**src/rtl/cache_access_ctrl.sv**
```systemverilog
// Single-access sequencer for a set-associative tag store with MESI line states.
// Optional event counters are compiled in when CACHE_STATS_EN is defined.
module cache_access_ctrl #(
  parameter int I_SIZE   = 32,
  parameter int C_SIZE   = 24,
  parameter int D_SIZE   = 6,
  parameter int A_SIZE   = 8,
  parameter int PROTOCOL = 2,
  localparam int WAY_W   = $clog2(A_SIZE),
  localparam int SET_W   = C_SIZE - WAY_W - D_SIZE,
  localparam int TAG_W   = I_SIZE - SET_W - D_SIZE,
  localparam int ENT_W   = PROTOCOL + TAG_W
) (
  input  logic                      clk,
  input  logic                      rst_n,
  input  logic                      req_valid,
  output logic                      req_ready,
  input  logic [1:0]                req_op,
  input  logic [I_SIZE-1:0]         req_addr,
  output logic                      resp_valid,
  output logic                      resp_hit,
  output logic [WAY_W-1:0]          resp_way,
  output logic                      tag_rd_en,
  output logic [SET_W-1:0]          tag_rd_set,
  input  logic [A_SIZE*ENT_W-1:0]   tag_rd_data,
  output logic                      tag_wr_en,
  output logic [SET_W-1:0]          tag_wr_set,
  output logic [WAY_W-1:0]          tag_wr_way,
  output logic [ENT_W-1:0]          tag_wr_entry,
  output logic                      mem_req,
  output logic                      mem_we,
  output logic [I_SIZE-1:0]         mem_addr,
  input  logic                      mem_ack
`ifdef CACHE_STATS_EN
  ,
  output logic [31:0]               hit_count,
  output logic [31:0]               miss_count,
  output logic [31:0]               wb_count
`endif
);

  // state    | meaning
  // S_IDLE   | req_ready high, waiting for a request
  // S_LOOKUP | tag_rd_en high for the latched set
  // S_COMPARE| tag_rd_data valid; hit/victim decision
  // S_WB     | writing back a modified line
  // S_FILL   | fetching the requested line
  // S_UPDATE | one-cycle tag write
  // S_RESP   | one-cycle resp_valid pulse
  typedef enum logic [2:0] {
    S_IDLE, S_LOOKUP, S_COMPARE, S_WB, S_FILL, S_UPDATE, S_RESP
  } state_t;

  localparam logic [PROTOCOL-1:0] ST_I = PROTOCOL'(0);
  localparam logic [PROTOCOL-1:0] ST_E = PROTOCOL'(2);
  localparam logic [PROTOCOL-1:0] ST_M = PROTOCOL'(3);
  localparam logic [1:0] OP_WR  = 2'b01;
  localparam logic [1:0] OP_INV = 2'b10;

  state_t              state;
  logic [1:0]          op_q;
  logic [TAG_W-1:0]    tag_q;
  logic [SET_W-1:0]    set_q;
  logic [WAY_W-1:0]    way_q;
  logic                hit_q;
  logic [PROTOCOL-1:0] new_st_q;
  logic [WAY_W-1:0]    rr_ptr;

  logic [PROTOCOL-1:0] way_st [A_SIZE];
  logic [TAG_W-1:0]    way_tg [A_SIZE];
  logic                hit_any;
  logic [WAY_W-1:0]    hit_way;
  logic                inv_any;
  logic [WAY_W-1:0]    inv_way;
  logic [WAY_W-1:0]    victim_way;
  logic [PROTOCOL-1:0] hit_st;
  logic [PROTOCOL-1:0] victim_st;
  logic [TAG_W-1:0]    victim_tg;
  logic                is_wr;
  logic                is_inv;

  // The byte offset never affects tag state or the line-aligned memory address.
  logic unused_offset;
  assign unused_offset = ^req_addr[D_SIZE-1:0];

  assign is_wr  = (op_q == OP_WR);
  assign is_inv = (op_q == OP_INV);

  always_comb begin
    for (int i = 0; i < A_SIZE; i++) begin
      way_st[i] = tag_rd_data[i*ENT_W + TAG_W +: PROTOCOL];
      way_tg[i] = tag_rd_data[i*ENT_W +: TAG_W];
    end
  end

  // Scan from the top so the lowest matching / invalid way wins.
  always_comb begin
    hit_any = 1'b0;
    hit_way = '0;
    inv_any = 1'b0;
    inv_way = '0;
    for (int i = A_SIZE - 1; i >= 0; i--) begin
      if (way_st[i] != ST_I && way_tg[i] == tag_q) begin
        hit_any = 1'b1;
        hit_way = WAY_W'(i);
      end
      if (way_st[i] == ST_I) begin
        inv_any = 1'b1;
        inv_way = WAY_W'(i);
      end
    end
    victim_way = inv_any ? inv_way : rr_ptr;
    hit_st     = way_st[hit_way];
    victim_st  = way_st[victim_way];
    victim_tg  = way_tg[victim_way];
  end

  always_ff @(posedge clk) begin
    if (!rst_n) begin
      state        <= S_IDLE;
      req_ready    <= 1'b0;
      resp_valid   <= 1'b0;
      resp_hit     <= 1'b0;
      resp_way     <= '0;
      tag_rd_en    <= 1'b0;
      tag_rd_set   <= '0;
      tag_wr_en    <= 1'b0;
      tag_wr_set   <= '0;
      tag_wr_way   <= '0;
      tag_wr_entry <= '0;
      mem_req      <= 1'b0;
      mem_we       <= 1'b0;
      mem_addr     <= '0;
      op_q         <= '0;
      tag_q        <= '0;
      set_q        <= '0;
      way_q        <= '0;
      hit_q        <= 1'b0;
      new_st_q     <= ST_I;
      rr_ptr       <= '0;
    end else begin
      case (state)
        S_IDLE: begin
          req_ready <= 1'b1;
          if (req_valid && req_ready) begin
            op_q       <= req_op;
            tag_q      <= req_addr[I_SIZE-1 -: TAG_W];
            set_q      <= req_addr[D_SIZE +: SET_W];
            tag_rd_set <= req_addr[D_SIZE +: SET_W];
            tag_rd_en  <= 1'b1;
            req_ready  <= 1'b0;
            state      <= S_LOOKUP;
          end
        end

        S_LOOKUP: begin
          tag_rd_en <= 1'b0;
          state     <= S_COMPARE;
        end

        S_COMPARE: begin
          if (is_inv) begin
            if (hit_any) begin
              hit_q    <= 1'b1;
              way_q    <= hit_way;
              new_st_q <= ST_I;
              if (hit_st == ST_M) begin
                mem_req  <= 1'b1;
                mem_we   <= 1'b1;
                mem_addr <= {tag_q, set_q, {D_SIZE{1'b0}}};
                state    <= S_WB;
              end else begin
                tag_wr_en    <= 1'b1;
                tag_wr_set   <= set_q;
                tag_wr_way   <= hit_way;
                tag_wr_entry <= {ST_I, tag_q};
                state        <= S_UPDATE;
              end
            end else begin
              resp_valid <= 1'b1;
              resp_hit   <= 1'b0;
              resp_way   <= '0;
              state      <= S_RESP;
            end
          end else if (hit_any) begin
            if (is_wr && hit_st != ST_M) begin
              hit_q        <= 1'b1;
              way_q        <= hit_way;
              tag_wr_en    <= 1'b1;
              tag_wr_set   <= set_q;
              tag_wr_way   <= hit_way;
              tag_wr_entry <= {ST_M, tag_q};
              state        <= S_UPDATE;
            end else begin
              resp_valid <= 1'b1;
              resp_hit   <= 1'b1;
              resp_way   <= hit_way;
              state      <= S_RESP;
            end
          end else begin
            hit_q    <= 1'b0;
            way_q    <= victim_way;
            new_st_q <= is_wr ? ST_M : ST_E;
            if (!inv_any)
              rr_ptr <= rr_ptr + 1'b1;
            mem_req <= 1'b1;
            if (victim_st == ST_M) begin
              mem_we   <= 1'b1;
              mem_addr <= {victim_tg, set_q, {D_SIZE{1'b0}}};
              state    <= S_WB;
            end else begin
              mem_we   <= 1'b0;
              mem_addr <= {tag_q, set_q, {D_SIZE{1'b0}}};
              state    <= S_FILL;
            end
          end
        end

        S_WB: begin
          if (mem_ack) begin
            mem_we <= 1'b0;
            if (is_inv) begin
              mem_req      <= 1'b0;
              tag_wr_en    <= 1'b1;
              tag_wr_set   <= set_q;
              tag_wr_way   <= way_q;
              tag_wr_entry <= {new_st_q, tag_q};
              state        <= S_UPDATE;
            end else begin
              // mem_req stays high; the fill request follows directly.
              mem_addr <= {tag_q, set_q, {D_SIZE{1'b0}}};
              state    <= S_FILL;
            end
          end
        end

        S_FILL: begin
          if (mem_ack) begin
            mem_req      <= 1'b0;
            tag_wr_en    <= 1'b1;
            tag_wr_set   <= set_q;
            tag_wr_way   <= way_q;
            tag_wr_entry <= {new_st_q, tag_q};
            state        <= S_UPDATE;
          end
        end

        S_UPDATE: begin
          tag_wr_en  <= 1'b0;
          resp_valid <= 1'b1;
          resp_hit   <= hit_q;
          resp_way   <= way_q;
          state      <= S_RESP;
        end

        S_RESP: begin
          resp_valid <= 1'b0;
          req_ready  <= 1'b1;
          state      <= S_IDLE;
        end

        default: state <= S_IDLE;
      endcase
    end
  end

`ifdef CACHE_STATS_EN
  always_ff @(posedge clk) begin
    if (!rst_n) begin
      hit_count  <= '0;
      miss_count <= '0;
      wb_count   <= '0;
    end else begin
      if (state == S_RESP) begin
        if (resp_hit) begin
          if (hit_count != '1) hit_count <= hit_count + 1'b1;
        end else begin
          if (miss_count != '1) miss_count <= miss_count + 1'b1;
        end
      end
      if (state == S_WB && mem_ack && wb_count != '1)
        wb_count <= wb_count + 1'b1;
    end
  end
`endif

endmodule
```
**config.mk**
```make
export PLATFORM = sky130hd
export DESIGN_NAME = cache_access_ctrl
export DESIGN_NICKNAME = d
export VERILOG_FILES = /design/src/rtl/cache_access_ctrl.sv
export SDC_FILE = /design/constraint.sdc
export NUM_CORES = 1
export LEC_CHECK = 0
export ABC_CLOCK_PERIOD_IN_PS = 6900
export BUFFER_PORTS_ARGS = -buffer_cell sky130_fd_sc_hd__buf_2
export CAP_MARGIN = 40
export CORE_MARGIN = 3
export CORE_UTILIZATION = 51
export CTS_BUF_LIST = sky130_fd_sc_hd__clkbuf_4 sky130_fd_sc_hd__clkbuf_8 sky130_fd_sc_hd__clkbuf_16
export CTS_CLUSTER_SIZE = 24
export DETAILED_ROUTE_END_ITERATION = 12
export PLACE_DENSITY = 0.8
export SLEW_MARGIN = 20
export SYNTH_ARGS = -nofsm -noshare
export SYNTH_HDL_FRONTEND = slang
export SYNTH_SLANG_ARGS = --single-unit
```
**constraint.sdc**
```tcl
create_clock -name clk -period 6.9 [get_ports clk]
set_input_delay 0 -clock clk [delete_from_list [all_inputs] [get_ports clk]]
set_output_delay 0 -clock clk [all_outputs]
set_load 0.05 [all_outputs]
```
# ---- Yosys cells after proc, flatten, opt, wreduce, memory -nomap -nowiden
# Index checks and enable logic that the tools add are counted.
dict set report totals {
  reg_bits 113
  latchBits 0
  ramBits 0
  mem_bits_ro 0
  input_bits 142
  elab_cells 246
  n_memories 0
}
dict set report classes {
  n_addsub 1
  n_mul 0
  n_div 0
  order_cmp 2
  n_eq_ne 36
  n_shift 0
  muxes 135
  bitwise_logic 5
  reduce_logical 47
}
# op n
set op_table {}
lappend op_table {{2-to-1 mux 32 bit} 7}
lappend op_table {{2-to-1 mux 15 bit} 8}
lappend op_table {{2-to-1 mux 3 bit} 40}
lappend op_table {{2-to-1 mux 13 bit} 8}
lappend op_table {{== test 11 bit} 8}
lappend op_table {{one-hot mux 32 bit (2 select lines)} 1}
lappend op_table {{2-to-1 mux 1 bit} 46}
lappend op_table {{one-hot mux 15 bit (3 select lines)} 1}
lappend op_table {{one-hot mux 13 bit (3 select lines)} 1}
lappend op_table {{binary-select mux 11 bit (select 3 bit)} 1}
lappend op_table {{inequality test 3 bit, second input constant} 8}
lappend op_table {{nonzero test 2 bit} 12}
lappend op_table {{2-to-1 mux 11 bit} 2}
lappend op_table {{AND reduction 7 bit} 3}
lappend op_table {{one-hot mux 3 bit (6 select lines)} 1}
lappend op_table {{zero test 2 bit} 8}
lappend op_table {{2-to-1 mux 2 bit} 8}
lappend op_table {{inequality test 2 bit, second input constant} 8}
lappend op_table {{binary-select mux 2 bit (select 3 bit)} 2}
lappend op_table {{AND reduction 4 bit} 3}
lappend op_table {{logical AND 1 bit} 10}
lappend op_table {{== test 3 bit, second input constant} 3}
lappend op_table {{one-hot mux 3 bit (3 select lines)} 1}
lappend op_table {{AND reduction 3 bit} 3}
lappend op_table {{other kinds (20)} 33}

# ---- Longest topological paths before layout
# Gate-level depths: netlist of run 1.
dict set report logic_depth {
  depth_word 20
  mapped_depth 14
  ltp_nobuf 12
}

# ---- Least setup slack after synthesis of run 1
# No wires, ideal clock.
dict set report synth_path {
  path_type {reg-to-reg}
  start {register tag_q[7]}
  end {register mem_addr[12]}
  arrival_ps 3109
  setup_slack_ps 3719
  stages_incl_launch_ff 14
  synth_period_minus_slack_ps 3181
  cell_sequence {dfxtp_1 > buf_4 > xor2_1 > nor4_2 > and3_1 > nor4_2 > nand2_1 > ha_1 > or3_1 > a21oi_1 > and2_1 > buf_2 > buf_4 > mux2i_1}
}
dict set report synth_via {
  elab_chain_cells 17
  elab_cells_between_ends 41
  cone_classes {eq/ne (12); mux (19); bitwise (1); reduce/logical (9)}
}
# element line
set synth_rtl {}
lappend synth_rtl {{start: declaration} 62} ;# logic [TAG_W-1:0] tag_q;
lappend synth_rtl {{start signal: assignment} 147} ;# tag_q <= req_addr[I_SIZE-1 -: TAG_W];
lappend synth_rtl {{== test 11 bit} 103} ;# if (way_st[i] != ST_I && way_tg[i] == tag_q) begin
lappend synth_rtl {{logical AND 1 bit} 103}
lappend synth_rtl {{2-to-1 mux 3 bit (8 in series)} 103}
lappend synth_rtl {{NOT 3 -> 4 bit (not written as such)} 113} ;# hit_st = way_st[hit_way];
lappend synth_rtl {{binary-select mux 2 bit (select 3 bit)} 113}
lappend synth_rtl {{2-to-1 mux 2 bit (not written as such) (2 in series)} 113}
lappend synth_rtl {{== test 2 bit} 167} ;# if (hit_st == ST_M) begin
lappend synth_rtl {{inequality test 3 bit (no source line)} n/a}
lappend synth_rtl {{AND reduction 6 bit (no source line) (*)} n/a}
lappend synth_rtl {{end signal: assignment} 170} ;# mem_addr <= {tag_q, set_q, {D_SIZE{1'b0}}};
lappend synth_rtl {{end signal: assignment} 209} ;# mem_addr <= {victim_tg, set_q, {D_SIZE{1'b0}}};
lappend synth_rtl {{end signal: assignment} 213} ;# mem_addr <= {tag_q, set_q, {D_SIZE{1'b0}}};
lappend synth_rtl {{end: declaration} 32} ;# output logic [I_SIZE-1:0] mem_addr,
# Every way passes the cells marked *; elsewhere a longest branch is shown, timed or not. The select of a mux whose other input is x is not followed.
# A chain may end at the register's enable or synchronous reset.

# ---- Final worst setup path of run 1
dict set report layout_path {
  start {register tag_q[9]}
  end {register mem_addr[14]}
}
# Same word-level chain as after synthesis.

==> flow_metrics.env, run 1 <==
export IMPL_final_common_cell="buf_2"
export IMPL_seqPwrFrac_pct=36.0
export IMPL_synth_top_area_share_pct=29.9
export IMPL_initial_core_util_pct=53.0
export IMPL_wl_met2_mm=11.1
export IMPL_avgSynthCellArea_um2=8.00
export IMPL_synth_edf_count=0
export IMPL_cp_max_fo=14
export IMPL_die_x_um=124
export IMPL_antenna_left=0
export IMPL_pwr_share_clk_pct=22.0
export IMPL_cp_required_ns=7.17
export IMPL_yosysUniqueCellTypes=69
export IMPL_yosysSeqAreaShare_pct=29.9
export IMPL_power_leakage_nw=3.96
export IMPL_synthCells=895
export IMPL_drc=0
export IMPL_nNetsFinal=1251
export IMPL_drt_pass1_iterations=5
export IMPL_p_per_area_nw_per_um2=252
export IMPL_peakVddDrop_uv=135
export IMPL_clock_skew_ns=0.00768
export IMPL_grt_pass1_wl_mm=37.0
export IMPL_netSwitchingFraction_pct=43.3
export IMPL_startpoint_type="flip-flop"
export IMPL_setup_viol=0
export IMPL_slew_headroom_pct=44.6
export IMPL_slowest_stage="dfxtp_1"
export IMPL_htree_levels=3
export IMPL_ys_seq_elements=107
export IMPL_synth_area_leaders="dfxtp_1 (30%), mux2i_1 (10%), xor2_1 (9.1%), nand2_1 (8.9%), a21oi_1 (5.8%)"
export IMPL_fillCellCount=1164
export IMPL_route_met3_wl_mm=2.16
export IMPL_async_flop_share_pct=0
export IMPL_port_buffers=217
export IMPL_p_switching_w=0.000972
export IMPL_hp_class="in -> reg"
export IMPL_fin_crit_ns=4.44
export IMPL_drtIter0Drc=727
export IMPL_hold_violations=0
export IMPL_area_growth_syn_to_layout_pct=24.2
export IMPL_cts_tree="yes"
export IMPL_wl_per_cell_um=18.5
export IMPL_yosysWarnings=0
export IMPL_timing_final_crit_share_pct=64.3
export IMPL_clk_pin_slew_ns=0.07
export IMPL_cp_end_kind="flip-flop"
export IMPL_dp_hpwl_mm=17.6
export IMPL_grt_overflow=0
export IMPL_grt_pass1_vias=7010
export IMPL_timing_fmax_mhz=225
export IMPL_slowest_delay_ns=0.80
export IMPL_placementRows=42
export IMPL_routed_top_layer="met5"
export IMPL_globalplace_congestion=0.970
export IMPL_cts_repair_resize_count=0
export IMPL_ios=230
export IMPL_rsz0062_at_grt="no"
export IMPL_final_cell_mix="buf_2 (218), nand2_1 (170), dfxtp_1 (107)"
export IMPL_clock_sinks=107
export IMPL_cp_arrival_ns=4.71
export IMPL_critical_path_class="reg -> reg"
export IMPL_core_um2=13500
export IMPL_tns_ns=0
export IMPL_clockBufferDepth=2
export IMPL_antenna_found_initial=2
export IMPL_wl_met1_mm=9.88
export IMPL_cts_buffers=9
export IMPL_drive_gt1_share_pct=25.0
export IMPL_vias=7563
export IMPL_crit_buf_inv=1
export IMPL_ys_flop_type="dfxtp_1"
export IMPL_die_y_um=124
export IMPL_fp_dieArea_um2=15500
export IMPL_viasPerCell=5.89
export IMPL_comb_power_share_pct=42.0
export IMPL_root_buffer="clkbuf_16"
export IMPL_hold_worst_slack_ns=0.0531
export IMPL_crit_chain="xnor2_1 -> nand4_1 -> nor3_1 -> nor4_2 -> nor2_1 -> mux2_2 -> o2bb2ai_1 -> o41ai_2 -> and2_1 -> buf_4 -> mux2i_1"
export IMPL_critPathTopFamily="simple AND/OR/NAND/NOR gates"
export IMPL_p_int_w=0.00127
export IMPL_status="complete, no violations"
export IMPL_syn_area_um2=7160
export IMPL_yosysTopAreaCell="dfxtp_1"
export IMPL_slew_violations=0
export IMPL_track_usage_pct=29.1
export IMPL_worst_pin_slew_ns=0.831
export IMPL_insertion_delay_ns=0.35
export IMPL_grt_max_degree=70
export IMPL_routed_wl_mm=23.7
export IMPL_drv_cap=0
Yosys cell counts, types with 4 or more instances:
cell type  count
ha_1           5
a21oi_1       83
nor4_2         4
clkbuf_1      43
a31oi_1        5
nor4_1        37
mux2i_1       73
nor2b_1       25
o21ai_0        9
xor2_1        74
dfxtp_1      107
nor2_1        31
nand4_1        8
a211oi_1      36
xnor2_1       16
nand3_1       28
inv_1          4
a311oi_1      16
o21ai_1       14
buf_2          4
o211ai_1       4
buf_6          7
nor3_1        10
nand2b_1       4
nand2_1      170
buf_4         15
cell families after synthesis:
kind of cell / synth area share, %
and+or+nand+nor: 22.7
buffers and inverters: 5.63
xor gates and xnor gates: 11.0
adders and majority gates: 0.874
AOI/OAI and AO/OA: 18.5
other: 0.0524
muxes: 11.3
DFF: 29.9
power by group through the flow:
stage          registers, W  logic (W)  clock network (W)
3_5_place_dp       0.000817   0.000913                  0
6_report           0.000807   0.000942           0.000494
3_3_place_gp       0.000813   0.000889                  0
5_1_grt            0.000817    0.00101           0.000524
2_1_floorplan      0.000894   0.000588                  0
4_1_cts            0.000803   0.000929           0.000498
metal layers:
metal / GRT usage (%) / up-vias
li1: - / 3621
met1: 38.6 / 3489
met2: 47.8 / 396
met3: 6.00 / 55
met4: 8.51 / 2
met5: 0 / -
state kept, by name, summed over array words and instances, names as in the netlist, 2 cells and up:
register,count
way_q,3
state,3
set_q,15
resp_way,3
mem_addr,26
tag_wr_set,15
new_st_q,2
op_q,2
tag_wr_way,3
rr_ptr,3
tag_wr_entry,13
tag_q,11
worst min-delay path, delay by kind of cell:
family	cells	cell delay [ns]
compound gates	2	0.22
buf+inv	1	0.13
layout make-up:
class | instances | area, µm² | share of cell area, %
flip-flops and latches | 107 | 2140 | 24.1
clock inverters | 6 | 55.1 | 0.619
clock buffers | 9 | 225 | 2.53
repair buffers | 264 | 1560 | 17.6
diodes | 1 | 2.50 | 0.0281
inverters | 6 | 22.5 | 0.253
well taps | 176 | 220 | 2.48
multi-input cells | 716 | 4660 | 52.4
timing repair:
item                                   CTS  global route
endpoints found under the hold margin   28             0
buffers inserted                         0             0
hold buffers                            28             0
through the flow:
step	instances	instance area [µm²]	total power (W)	worst slack [ns]	utilization, %
final	1285	8890	0.00224	2.46	65.8
after global routing	1285	8890	0.00235	2.24	65.8
after CTS	1283	8880	0.00223	2.55	65.8
after detailed placement	1240	8320	0.00173	2.56	61.6
after global placement	1235	8230	0.00170	2.19	60.9
after floorplan	900	7180	0.00148	3.72	-
worst paths after layout:
kind / to / depth (start not counted) / slack (ns) / startpoint
worst min register to register: mem_addr[26] / 2 / 0.45 / mem_addr[26]
worst max register to register: mem_addr[14] / 11 / 2.46 / tag_q[9]
worst max-delay path: mem_addr[14] / 11 / 2.46 / tag_q[9]
worst min-delay path: tag_rd_en / 3 / 0.05 / req_valid
Power figures use the tool's default switching activity.
==> run 2: changes to the inputs <==
--- a/config.mk
+++ b/config.mk
@@ -5,7 +5,7 @@
 export SDC_FILE = /design/constraint.sdc
 export NUM_CORES = 1
 export LEC_CHECK = 0
-export ABC_CLOCK_PERIOD_IN_PS = 6900
+export ABC_CLOCK_PERIOD_IN_PS = 4100
 export BUFFER_PORTS_ARGS = -buffer_cell sky130_fd_sc_hd__buf_2
 export CAP_MARGIN = 40
 export CORE_MARGIN = 3
==> constraint.sdc (replaced) <==
create_clock -name clk -period 4.1 [get_ports clk]
set_input_delay 0 -clock clk [delete_from_list [all_inputs] [get_ports clk]]
set_output_delay 0 -clock clk [all_outputs]
set_load 0.05 [all_outputs]
==> run 2 against run 1 <==
Against the previous run:
- hold slack gained 0.036 ns
- count of clock-buffer cells in the layout grew 1
- wire length shrank 1.2%
- critical path depth shrank 1
- first-iteration DRC count shrank 10%
- utilization grew 1.1 points
- cell area grew 1.7%
- total power grew 70%
- cell count grew 1.3%
- critical path type unchanged
==> flow_metrics.env, run 2 (synthesized netlist as in run 1, its figures left out) <==
export IMPL_clockBufferDepth=2
export IMPL_p_per_area_nw_per_um2=423
export IMPL_grt_pass1_wl_mm=37.0
export IMPL_cts_buffers=9
export IMPL_ios=230
export IMPL_root_buffer="clkbuf_16"
export IMPL_peakVddDrop_uv=210
export IMPL_dp_hpwl_mm=17.6
export IMPL_cp_max_fo=10
export IMPL_cts_tree="yes"
export IMPL_cp_arrival_ns=4.07
export IMPL_cp_required_ns=4.36
export IMPL_worst_pin_slew_ns=0.745
export IMPL_grt_pass1_vias=7392
export IMPL_initial_core_util_pct=53.0
export IMPL_viasPerCell=5.93
export IMPL_drive_gt1_share_pct=26.2
export IMPL_wl_per_cell_um=18.0
export IMPL_largest_reg_flops=26
export IMPL_cts_repair_resize_count=0
export IMPL_clock_skew_ns=0.0105
export IMPL_track_usage_pct=29.1
export IMPL_placementRows=42
export IMPL_timing_final_crit_share_pct=92.9
export IMPL_slew_headroom_pct=50.3
export IMPL_tns_ns=0
export IMPL_vias=7716
export IMPL_hold_violations=0
export IMPL_n_antenna_cell=0
export IMPL_cp_end_kind="flip-flop"
export IMPL_routed_wl_mm=23.4
export IMPL_final_cell_mix="buf_2 (217), nand2_1 (170), dfxtp_1 (107)"
export IMPL_die_x_um=124
export IMPL_globalplace_congestion=0.991
export IMPL_setup_viol=0
export IMPL_routed_top_layer="met4"
export IMPL_timing_fmax_mhz=262
export IMPL_grt_overflow=0
export IMPL_hp_class="in -> reg"
export IMPL_grt_max_degree=70
export IMPL_startpoint_type="flip-flop"
export IMPL_antenna_found_initial=0
export IMPL_wl_met1_mm=10.2
export IMPL_rsz0062_at_grt="no"
export IMPL_clock_sinks=107
export IMPL_final_common_cell="buf_2"
export IMPL_htree_levels=3
export IMPL_drv_cap=0
export IMPL_die_y_um=124
export IMPL_wl_met2_mm=10.7
export IMPL_critical_path_class="reg -> reg"
export IMPL_port_buffers=217
export IMPL_route_met3_wl_mm=1.72
export IMPL_power_leakage_nw=4.05
export IMPL_status="complete, no violations"
export IMPL_power_w=0.00382
export IMPL_top_register="mem_addr"
export IMPL_insertion_delay_ns=0.35
export IMPL_fin_crit_ns=3.81
export IMPL_clk_pin_slew_ns=0.08
export IMPL_drtIter0Drc=653
export IMPL_fp_dieArea_um2=15500
export IMPL_drc=0
export IMPL_area_growth_syn_to_layout_pct=26.3
export IMPL_slew_violations=0
export IMPL_antenna_left=0
export IMPL_core_um2=13500
export IMPL_reg_largest_list="mem_addr: 26 flops, set_q: 15 flops, tag_wr_set: 15 flops"
export IMPL_drt_pass1_iterations=9
export IMPL_nNetsFinal=1268
## run 2: changes by cell type in the layout (fill, tap and decap cells not counted), sizes merged
cell	previous run	this run
inv	9	8
clkinvlp	0	1
diode	1	0
buf	235	253
## run 2: power by group
part           internal (W)  switching (W)  total [W]
Combinational      0.000588        0.00108    0.00167
Clock              0.000434       0.000413   0.000847
Sequential          0.00116       0.000147    0.00130
Total               0.00218        0.00164    0.00382
## run 2: cell type report
type,instances,area (µm²)
flip-flops and latches,107,2140
multi-input cells,716,4660
fillers,1154,4470
clock buffers,10,233
clock inverters,6,58.8
inverters,6,22.5
well taps,176,220
repair buffers,281,1700
## run 2: final timing paths
kind | depth (start not counted) | startpoint | endpoint | slack (ns)
worst max-delay path | 10 | tag_q[9] | resp_valid | 0.29
worst min-delay path | 5 | req_valid | state[0] | 0.09
worst max register to register | 10 | tag_q[9] | resp_valid | 0.29
worst min register to register | 2 | mem_addr[31] | mem_addr[31] | 0.45
## run 2: stage by stage
step                std cells  setup WS (ns)  util (%)  hold WS (ns)  instance area, µm²
floorplan                 900          0.919         -         0.136                7180
global placement         1256          0.479      62.4         0.242                8430
detailed placement       1258          0.409      62.7         0.248                8470
CTS                      1302          0.402      66.9        0.0757                9040
global route             1302         0.0978      66.9        0.0971                9040
finish                   1302          0.290      66.9        0.0896                9040
## run 2: critical path, cell delays in order, from the launching register on
cell and delay, ns:
dfxtp_1 0.75, xor2_1 0.17, nor4_1 0.34, and3_1 0.33, nor4_2 0.11, nor2_1 0.42, mux2_2 0.44, a221oi_4 0.38
nor2_2 0.13, a2111o_1 0.39, a221oi_1 0.26
## run 2: layer usage
layer	track usage (%)	up-vias
li1	-	3650
met1	37.9	3603
met3	5.45	79
met4	12.5	0
met5	0	-
met2	47.2	384
## run 2: timing repair
item | CTS | global route
hold buffers | 28 | 0
buffers inserted | 0 | 0
endpoints found under the hold margin | 28 | 0
==> run 3: changes to the inputs <==
--- a/config.mk
+++ b/config.mk
@@ -13,6 +13,7 @@
 export CTS_BUF_LIST = sky130_fd_sc_hd__clkbuf_4 sky130_fd_sc_hd__clkbuf_8 sky130_fd_sc_hd__clkbuf_16
 export CTS_CLUSTER_SIZE = 24
 export DETAILED_ROUTE_END_ITERATION = 12
+export GPL_TIMING_DRIVEN = 0
 export PLACE_DENSITY = 0.8
 export SLEW_MARGIN = 20
 export SYNTH_ARGS = -nofsm -noshare
==> run 3 against run 2 <==
Against the previous run:
- flip-flop and latch count unchanged
- hold slack worse by 0.040 ns
- critical path depth increased by 4
- global-route usage increased by 2.2 points
- utilization rose by 0.45 points
- die area stayed put
- cell count is 2.8% higher
- worst setup slack better by 0.018 ns
- cell area grew 0.68%
- combinational power up 6%
- count of clock-buffer cells in the layout shrank 1
- largest cell class unchanged
- largest power group unchanged
==> flow_metrics.env, run 3 (synthesized netlist as in run 1, its figures left out) <==
export IMPL_placementRows=42
export IMPL_hp_class="in -> reg"
export IMPL_grt_max_degree=20
export IMPL_drv_cap=0
export IMPL_cts_tree="yes"
export IMPL_grt_pass1_wl_mm=39.4
export IMPL_dp_worst_setup_slack_ns=0.0674
export IMPL_reg_largest_list="mem_addr: 26 flops, set_q: 15 flops, tag_wr_set: 15 flops"
export IMPL_critPathMostFrequentCell="buf_4"
export IMPL_routed_wl_mm=25.5
export IMPL_fp_dieArea_um2=15500
export IMPL_wl_per_cell_um=19.0
export IMPL_globalplace_congestion=1.04
export IMPL_n_antenna_cell=0
export IMPL_drt_pass1_iterations=5
export IMPL_antenna_left=0
export IMPL_nNetsFinal=1306
export IMPL_clock_sinks=107
export IMPL_drtIter0Drc=825
export IMPL_status="complete, no violations"
export IMPL_critPathTopFamily="simple AND/OR/NAND/NOR gates"
export IMPL_top_register="mem_addr"
export IMPL_slew_headroom_pct=49.4
export IMPL_cp_end_kind="flip-flop"
export IMPL_clockBufferDepth=2
export IMPL_peakVddDrop_uv=270
export IMPL_grt_pass1_vias=7583
export IMPL_cp_required_ns=4.38
export IMPL_slowest_delay_ns=0.40
export IMPL_antenna_found_initial=0
export IMPL_tns_ns=0
export IMPL_startpoint_type="flip-flop"
export IMPL_viasPerCell=5.88
export IMPL_fin_ws_ns=0.308
export IMPL_critical_path_class="reg -> reg"
export IMPL_slew_violations=0
export IMPL_core_um2=13500
export IMPL_track_usage_pct=31.3
export IMPL_grt_overflow=0
export IMPL_dp_hpwl_mm=19.8
export IMPL_die_x_um=124
export IMPL_initial_core_util_pct=53.0
export IMPL_insertion_delay_ns=0.36
export IMPL_vias=7870
export IMPL_largest_reg_flops=26
export IMPL_clock_skew_ns=0.00935
export IMPL_cp_max_fo=10
export IMPL_setup_viol=0
export IMPL_final_common_cell="buf_2"
export IMPL_slowest_stage="dfxtp_1"
export IMPL_timing_fmax_mhz=264
export IMPL_htree_levels=3
export IMPL_root_buffer="clkbuf_16"
export IMPL_area_growth_syn_to_layout_pct=27.1
export IMPL_worst_pin_slew_ns=0.759
export IMPL_p_per_area_nw_per_um2=425
export IMPL_rsz0062_at_grt="no"
export IMPL_clk_pin_slew_ns=0.08
export IMPL_timing_final_crit_share_pct=92.5
export IMPL_cts_buffers=9
export IMPL_ios=230
export IMPL_hold_violations=0
export IMPL_power_leakage_nw=4.05
export IMPL_drc=0
export IMPL_cp_arrival_ns=4.07
export IMPL_final_cell_mix="buf_2 (222), nand2_1 (169), dfxtp_1 (107)"
export IMPL_drive_gt1_share_pct=24.7
export IMPL_crit_chain="buf_4 -> xor2_1 -> nor4_1 -> nand3_1 -> and4_1 -> nand2_2 -> inv_1 -> ha_1 -> or3_1 -> a21oi_4 -> and2_1 -> buf_2 -> buf_4 -> mux2i_1"
export IMPL_die_y_um=124
export IMPL_port_buffers=216
export IMPL_fin_crit_ns=3.79
export IMPL_crit_buf_inv=4
run 3: cell types whose count changed in the layout (fill, tap and decap cells not counted), sizes merged:
cell      delta
clkinvlp     -1
clkinv       +1
clkbuf      +42
buf          -5
run 3: path summary, 6_finish.rpt:
path | from | endpoint | slack (ns) | depth (start not counted)
setup / recovery | tag_q[0] | mem_addr[17] | 0.31 | 14
hold / removal | req_valid | tag_rd_en | 0.05 | 3
setup reg to reg | tag_q[0] | mem_addr[17] | 0.31 | 14
hold reg to reg | mem_addr[26] | mem_addr[26] | 0.45 | 2
run 3: where the power goes:
group,switching [W],internal [W]
clock network,0.000423,0.000425
registers,0.0000904,0.00116
logic,0.00118,0.000585
run 3: stage by stage:
| stage | total power [W] | hold slack, ns | util, % | cell area, µm² | cells |
|---|---|---|---|---|---|
| floorplan | 0.00249 | 0.136 | - | 7180 | 900 |
| finish | 0.00386 | 0.0497 | 67.4 | 9100 | 1339 |
| global route | 0.00404 | 0.0604 | 67.4 | 9100 | 1339 |
| detailed placement | 0.00296 | 0.246 | 62.8 | 8490 | 1294 |
| CTS | 0.00382 | 0.0430 | 67.1 | 9060 | 1337 |
| global placement | 0.00294 | 0.243 | 62.8 | 8480 | 1292 |
run 3: what timing repair did:
action                                  4_1_cts  5_1_grt
endpoints found under the setup margin        1       12
endpoints found under the hold margin        28        0
resized for setup                             1        5
hold buffers                                 28        0
setup buffers                                 0        2
pin swaps                                     0        2
run 3: layout make-up:
| cell class | instances | area (µm²) |
|---|---|---|
| multi-input combinational | 716 | 4660 |
| fill | 1135 | 4410 |
| sequential | 107 | 2140 |
| timing repair buffer | 248 | 1390 |
| buffer | 71 | 380 |
| clock buffer | 9 | 225 |
| tap | 176 | 220 |
| clock inverter | 6 | 60.1 |
| inverter | 6 | 22.5 |
run 3: worst min-delay path, cell delays in order:
cell and delay (ns):
buf_2 0.12, a31oi_1 0.17, a211oi_1 0.06
run 3: layer usage:
metal  global-route usage, %  vias to the layer above  wire length, µm
li1                        -                     3731                -
met1                    40.5                     3632            10400
met2                    51.9                      449            11700
met3                    7.38                       58             2630
met4                    9.35                        0              649
met5                       0                        -                0
